<file path="src/rtl/led_display_pkg.sv">
// Shared mode/colour constants, sequencer state type and selection helpers
// for the LED display pattern path.
package led_display_pkg;

  localparam int unsigned MODE_W   = 4;
  localparam int unsigned COLOUR_W = 3;

  localparam logic [MODE_W-1:0] MODE_OFF    = 4'd0;
  localparam logic [MODE_W-1:0] MODE_SOLID  = 4'd1;
  localparam logic [MODE_W-1:0] MODE_SCAN_H = 4'd2;
  localparam logic [MODE_W-1:0] MODE_SCAN_V = 4'd3;
  localparam logic [MODE_W-1:0] MODE_PULSE  = 4'd4;

  localparam logic [COLOUR_W-1:0] COLOUR_RESET = 3'b001;

  typedef enum logic [1:0] {
    IDLE    = 2'd0,
    RUN     = 2'd1,
    PENDING = 2'd2
  } mode_seq_state_t;

  typedef struct packed {
    logic [MODE_W-1:0]   mode;
    logic [COLOUR_W-1:0] colour;
  } pattern_sel_t;

  function automatic logic [MODE_W-1:0] next_mode(input logic [MODE_W-1:0] m);
    case (m)
      MODE_SOLID:  return MODE_SCAN_H;
      MODE_SCAN_H: return MODE_SCAN_V;
      MODE_SCAN_V: return MODE_PULSE;
      default:     return MODE_SOLID;
    endcase
  endfunction

  // Colours cycle 1..7; zero (all channels off) is never produced.
  function automatic logic [COLOUR_W-1:0] next_colour(input logic [COLOUR_W-1:0] c);
    return (c == 3'd7) ? 3'd1 : c + 3'd1;
  endfunction

  // Apply one mode step and/or one colour step; wrapping PULSE->SOLID bumps colour.
  function automatic pattern_sel_t step_sel(input pattern_sel_t s,
                                            input logic adv_mode,
                                            input logic adv_colour);
    pattern_sel_t r;
    r = s;
    if (adv_mode) begin
      r.mode = next_mode(s.mode);
      if (s.mode == MODE_PULSE) r.colour = next_colour(r.colour);
    end
    if (adv_colour) r.colour = next_colour(r.colour);
    return r;
  endfunction

endpackage

</file>
<file path="src/rtl/led_display_tick_timer.sv">
// Free-running cycle counter with enable and clear; tc_c is high while the
// count sits on its last value (CYCLES-1), after which it wraps to zero.
module led_display_tick_timer #(
  parameter int unsigned CYCLES = 2
) (
  input  logic clk_in,
  input  logic reset_in,
  input  logic en_in,
  input  logic clr_in,
  output logic tc_c
);

  localparam int unsigned CNT_W = (CYCLES > 1) ? $clog2(CYCLES) : 1;
  localparam logic [CNT_W-1:0] LAST = CNT_W'(CYCLES - 1);

  logic [CNT_W-1:0] r_count;

  always_ff @(posedge clk_in or posedge reset_in) begin
    if (reset_in) begin
      r_count <= '0;
    end else if (clr_in) begin
      r_count <= '0;
    end else if (en_in) begin
      r_count <= (r_count == LAST) ? '0 : r_count + CNT_W'(1);
    end
  end

  assign tc_c = (r_count == LAST);

endmodule

</file>
<file path="src/rtl/led_display_mode_sequencer.sv">
// Chooses mode/colour for the pattern generator; changes are staged and only
// committed on a driver frame boundary (or a timeout if the driver stalls).
module led_display_mode_sequencer
  import led_display_pkg::*;
#(
  parameter int unsigned SYS_CLK_FREQ = 100_000_000,
  parameter int unsigned SIMULATION   = 0,
  parameter int unsigned DWELL_MS     = 2000,
  parameter int unsigned SYNC_TIMEOUT = 1_000_000
) (
  input  logic                clk_in,
  input  logic                reset_in,
  input  logic                display_en_in,
  input  logic                auto_en_in,
  input  logic                btn_next_in,
  input  logic                btn_colour_in,
  input  logic                frame_sync_in,
  output logic [MODE_W-1:0]   mode_out,
  output logic [COLOUR_W-1:0] colour_out,
  output logic                mode_change_out,
  output logic                pending_out
);

  localparam int unsigned DWELL_CYCLES = (SIMULATION != 0) ? 5000 : SYS_CLK_FREQ / 1000 * DWELL_MS;
  localparam int unsigned SYNC_CYCLES  = (SIMULATION != 0) ? 2000 : SYNC_TIMEOUT;

  mode_seq_state_t     r_state;
  logic [MODE_W-1:0]   r_mode;
  logic [COLOUR_W-1:0] r_colour;
  logic                r_mode_change;
  logic                r_pending;
  pattern_sel_t        r_pend;

  logic         w_dwell_tc;
  logic         w_sync_tc;
  logic         w_dwell_exp;
  logic         w_commit;
  pattern_sel_t w_run_nx;
  pattern_sel_t w_pend_nx;

  assign w_dwell_exp = (r_state == RUN) && auto_en_in && w_dwell_tc;
  assign w_commit    = (r_state == PENDING) && (frame_sync_in || w_sync_tc);

  led_display_tick_timer #(.CYCLES(DWELL_CYCLES)) u_dwell_timer (
    .clk_in   (clk_in),
    .reset_in (reset_in),
    .en_in    ((r_state == RUN) && auto_en_in),
    .clr_in   (w_commit),
    .tc_c     (w_dwell_tc)
  );

  led_display_tick_timer #(.CYCLES(SYNC_CYCLES)) u_sync_timer (
    .clk_in   (clk_in),
    .reset_in (reset_in),
    .en_in    (r_state == PENDING),
    .clr_in   (w_commit),
    .tc_c     (w_sync_tc)
  );

  // Candidate selections: from the live outputs (RUN) or the staged ones (PENDING).
  // A staged OFF locks out buttons until it has been committed.
  always_comb begin
    w_run_nx  = step_sel('{mode: r_mode, colour: r_colour}, btn_next_in || w_dwell_exp, btn_colour_in);
    w_pend_nx = r_pend;
    if (!display_en_in) begin
      w_pend_nx.mode = MODE_OFF;
    end else if (r_pend.mode != MODE_OFF) begin
      w_pend_nx = step_sel(r_pend, btn_next_in, btn_colour_in);
    end
  end

  always_ff @(posedge clk_in or posedge reset_in) begin
    if (reset_in) begin
      r_state       <= IDLE;
      r_mode        <= MODE_OFF;
      r_colour      <= COLOUR_RESET;
      r_mode_change <= 1'b0;
      r_pending     <= 1'b0;
      r_pend        <= '{mode: MODE_OFF, colour: COLOUR_RESET};
    end else begin
      r_mode_change <= 1'b0;
      case (r_state)
        IDLE: begin
          if (display_en_in) begin
            r_pend    <= '{mode: MODE_SOLID, colour: r_colour};
            r_pending <= 1'b1;
            r_state   <= PENDING;
          end
        end
        RUN: begin
          if (!display_en_in) begin
            r_pend    <= '{mode: MODE_OFF, colour: r_colour};
            r_pending <= 1'b1;
            r_state   <= PENDING;
          end else if (btn_next_in || btn_colour_in || w_dwell_exp) begin
            r_pend    <= w_run_nx;
            r_pending <= 1'b1;
            r_state   <= PENDING;
          end
        end
        PENDING: begin
          if (w_commit) begin
            r_mode        <= w_pend_nx.mode;
            r_colour      <= w_pend_nx.colour;
            r_mode_change <= 1'b1;
            r_pending     <= 1'b0;
            r_state       <= (w_pend_nx.mode == MODE_OFF) ? IDLE : RUN;
          end
          r_pend <= w_pend_nx;
        end
        default: begin
          r_state   <= IDLE;
          r_pending <= 1'b0;
        end
      endcase
    end
  end

  assign mode_out        = r_mode;
  assign colour_out      = r_colour;
  assign mode_change_out = r_mode_change;
  assign pending_out     = r_pending;

endmodule
</file>
<file path="config.mk">
export PLATFORM = sky130hd
export DESIGN_NAME = led_display_mode_sequencer
export DESIGN_NICKNAME = d
export VERILOG_FILES = /design/src/rtl/led_display_pkg.sv /design/src/rtl/led_display_tick_timer.sv /design/src/rtl/led_display_mode_sequencer.sv
export SDC_FILE = /design/constraint.sdc
export NUM_CORES = 1
export LEC_CHECK = 0
export CORE_MARGIN = 1
export CORE_UTILIZATION = 45
export DETAILED_ROUTE_END_ITERATION = 10
export PLACE_DENSITY_LB_ADDON = 0.08
export REMOVE_ABC_BUFFERS = 1
export SLEW_MARGIN = 0
export SYNTH_ARGS = -nofsm -noshare
export SYNTH_HDL_FRONTEND = slang
export SYNTH_HIERARCHICAL = 1
export SYNTH_SLANG_ARGS = --single-unit
export TNS_END_PERCENT = 20
</file>
<file path="constraint.sdc">
create_clock -name clk_in -period 6.22 [get_ports clk_in]
set_clock_uncertainty 0.15 [all_clocks]
set_input_delay 0.933 -clock clk_in [delete_from_list [all_inputs] [get_ports clk_in]]
set_output_delay 0.933 -clock clk_in [all_outputs]
set_load 0.01 [all_outputs]
</file>
==> flow_summary.ini <==
[yosys]
synth_top_area_frac = 0.375
ys.flop_type = dfrtp_1
synth_edf_count = 0
synth_area_leaders = dfrtp_1 37%, nor2_1 5.2%, xor2_1 4.9%
ys_warn_count = 6
netlist_area_um2 = 4270
synth_cell_type_count = 78
syn_area_per_cell_um2 = 9.06
synth_seq_area_share = 0.387
synthArstFlopShare = 1.00
synth_cells = 472
synth-seq-cells = 66
synth_top_area_cell = dfrtp_1

[floorplan]
io_pins = 16
dieArea_um2 = 9890
fp.dieW_um = 99.5
chipHeight_um = 99.5
core_um2 = 9240
initial_core_util = 0.463
fp-row-count = 35

[timing]
hold_viol = 0
setup_slack_ns = 2.29
min_period_over_period = 0.632
fmax_mhz = 254
setup_viol = 0
period_needed_ns = 3.93
slew-limit-headroom = 0.285
tightest_slew_ns = 1.07
report.final.slew_viol_count = 0
rsz0062_at_grt = false
whs_ns = 0.378
fin_tns_setup_ns = 0

[placement]
port_buffers = 15
gp_congestion = 0.860
hpwl_um = 7110
place_area_um2 = 4490
place_ws_ns = 2.24

[cells_and_area]
fillCellCount = 867
final_common_cell = dfrtp_1
synthToLayoutAreaGrowth_pct = 9.92
final_cell_mix = 64 x dfrtp_1, 59 x nor2_1, 37 x nand2_1, 25 x nand3_1, 24 x xor2_1
nNetsFinal = 504
n_antenna_cell = 0
drive_gt1_frac = 0.0780
design_area_um2 = 4700

[global_routing]
antenna_found_initial = 0
grt_pass1_wl_um = 17000
grt_use_total = 0.216
grt_max_degree = 29
grt_remaining_overflow = 0
grt_pass1_vias = 3374

[job]
maxCapViolCount = 0

[cts]
cts_tree = done
cts.clk_slew.worst_paths_ns = 0.08
cts_hold_buf = 0
cts.repair.resized = 0
cts_buffers = 9
clk_path_buf_depth = 2
post_cts.repair.setup_buffers = 0
cts_root_buf = clkbuf_8
cts.htree.levels = 3
worst_skew_pair.late_latency_ns = 0.35
cts.sinks = 66

[pwr]
vdd_drop_max_v = 0.000136
power.density_nw_per_um2 = 301
power.internal_w = 0.000892
switching_power_w = 0.000523
combPwrFrac = 0.330
swShare = 0.370
p_leak_nw = 1.99
seqPwrFrac = 0.395
clkPwrFrac = 0.274
finalPower_w = 0.00141

[detailed_routing]
finalWirelength_um = 9900
viasPerCell = 5.88
vias = 3621
ant_nets = 0
wl_per_cell_um = 16.1
drt-initial-drc-count = 152
drcViolationCount = 0
dr.pass1.iters = 4

[min_path]
hold_path_startpoint = colour_out[0]$_DFFE_PP1P_
hold_end = colour_out[0]$_DFFE_PP1P_
hold_path.class = reg2reg
min_path_cells = 2

[critical_path]
crit_required_ns = 6.31
rr_worst_depth = 15
r2r-end = r_pend[0]$_DFFE_PP1P_
critPathArrivalTime_ns = 4.02
startpoint_type = flop
crit_path_end_kind = flop
timing.rr.start = u_dwell_timer/r_count[0]$_DFFE_PP0P_
worstSetupPathType = reg2reg
cp_max_fo = 6
rrSetupSlack_ns = 2.29

[status]
status = complete, no violations
[metrics by stage]
step                      utilization  cells
after floorplan                     -    456
after global placement          0.486    601
after detailed placement        0.486    601
after CTS                       0.508    616
after global routing            0.508    616
final                           0.508    616
[flip-flops by register name, indices dropped and copies added (netlist names)]
register               flops
pending_out                1
r_pend                     7
r_state                    2
u_sync_timer/r_count      20
u_dwell_timer/r_count     28
mode_out                   4
mode_change_out            1
colour_out                 3
[layer usage]
layer | GRT usage | part of all wire | vias to the layer above
li1 | - | - | 1768
met1 | 0.320 | 0.51 | 1773
met2 | 0.319 | 0.44 | 73
met3 | 0.0450 | 0.047 | 7
met4 | 0.0554 | 0.0088 | 0
met5 | 0 | 0 | -
[worst max-delay path by stage]
stage	slack (ns)	endpoint	startpoint
3_5_place_dp	2.24	r_pend[0]$_DFFE_PP1P_	btn_next_in
6_report	2.29	r_pend[0]$_DFFE_PP1P_	u_dwell_timer/r_count[0]$_DFFE_PP0P_
3_3_place_gp	2.31	r_pend[0]$_DFFE_PP1P_	btn_next_in
4_1_cts	2.34	r_pend[0]$_DFFE_PP1P_	u_dwell_timer/r_count[11]$_DFFE_PP0P_
2_1_floorplan	2.83	r_pend[0]$_DFFE_PP1P_	u_dwell_timer/r_count[11]$_DFFE_PP0P_
5_1_grt	1.92	r_pend[0]$_DFFE_PP1P_	u_dwell_timer/r_count[11]$_DFFE_PP0P_
[worst max-delay path, cell delays in order, from the launching register on]
cell and delay [ns]:
dfrtp_1 0.46, ha_1 0.28, nand2_1 0.16, nor3_1 0.23, nand4_1 0.24, inv_1 0.23
a31o_1 0.22, and4b_1 0.30, mux2_2 0.36, ha_1 0.18, ha_1 0.20, nor2b_1 0.18
o2bb2ai_1 0.13, a2111oi_0 0.11, a311oi_1 0.27, a221oi_1 0.13
[final cells by class]
class                           count  area [um^2]  area share
Inverter                           19         71.3      0.0152
Clock buffer                        9          124      0.0264
Tap cell                          129          161      0.0344
Timing Repair Buffer               16          158      0.0336
Sequential cell                    66         1650       0.352
Clock inverter                      6         82.6      0.0176
Multi-Input combinational cell    371         2450       0.521
[power by group through the flow]
| stage | combinational (W) | sequential (W) | clock [W] |
|---|---|---|---|
| CTS | 0.000469 | 0.000558 | 0.000401 |
| finish | 0.000467 | 0.000559 | 0.000388 |
| global placement | 0.000462 | 0.000565 | 0 |
| global route | 0.000522 | 0.000568 | 0.000421 |
| floorplan | 0.000319 | 0.000552 | 0 |
| detailed placement | 0.000467 | 0.000565 | 0 |
[cell families (layout without fill, tap and decap cells)]
kind of cell,count (synthesis),in the layout,share of synthesized area
buffers and inverters,35,50,0.0404
muxes,6,6,0.0149
xor gates and xnor gates,31,31,0.0635
DFF,66,66,0.387
and+or+nand+nor,225,225,0.291
adders and majority gates,14,14,0.0410
AOI/OAI and AO/OA,95,95,0.162
[synth_stat cells, drive strengths merged, types with 5 or more instances]
| cell type | number |
|---|---|
| nand4 | 22 |
| nand3 | 26 |
| and3 | 9 |
| nand2 | 37 |
| a32o | 8 |
| nor4 | 9 |
| nor3 | 14 |
| dfrtp | 64 |
| nor2b | 6 |
| xor2 | 24 |
| xnor2 | 7 |
| ha | 14 |
| inv | 19 |
| or2 | 6 |
| or3 | 5 |
| o211ai | 5 |
| nor2 | 59 |
| clkbuf | 8 |
| a31oi | 5 |
| a21oi | 12 |
| nand2b | 6 |
| buf | 8 |
| o21ai | 29 |
No activity file was read; power rests on OpenSTA's default activity.
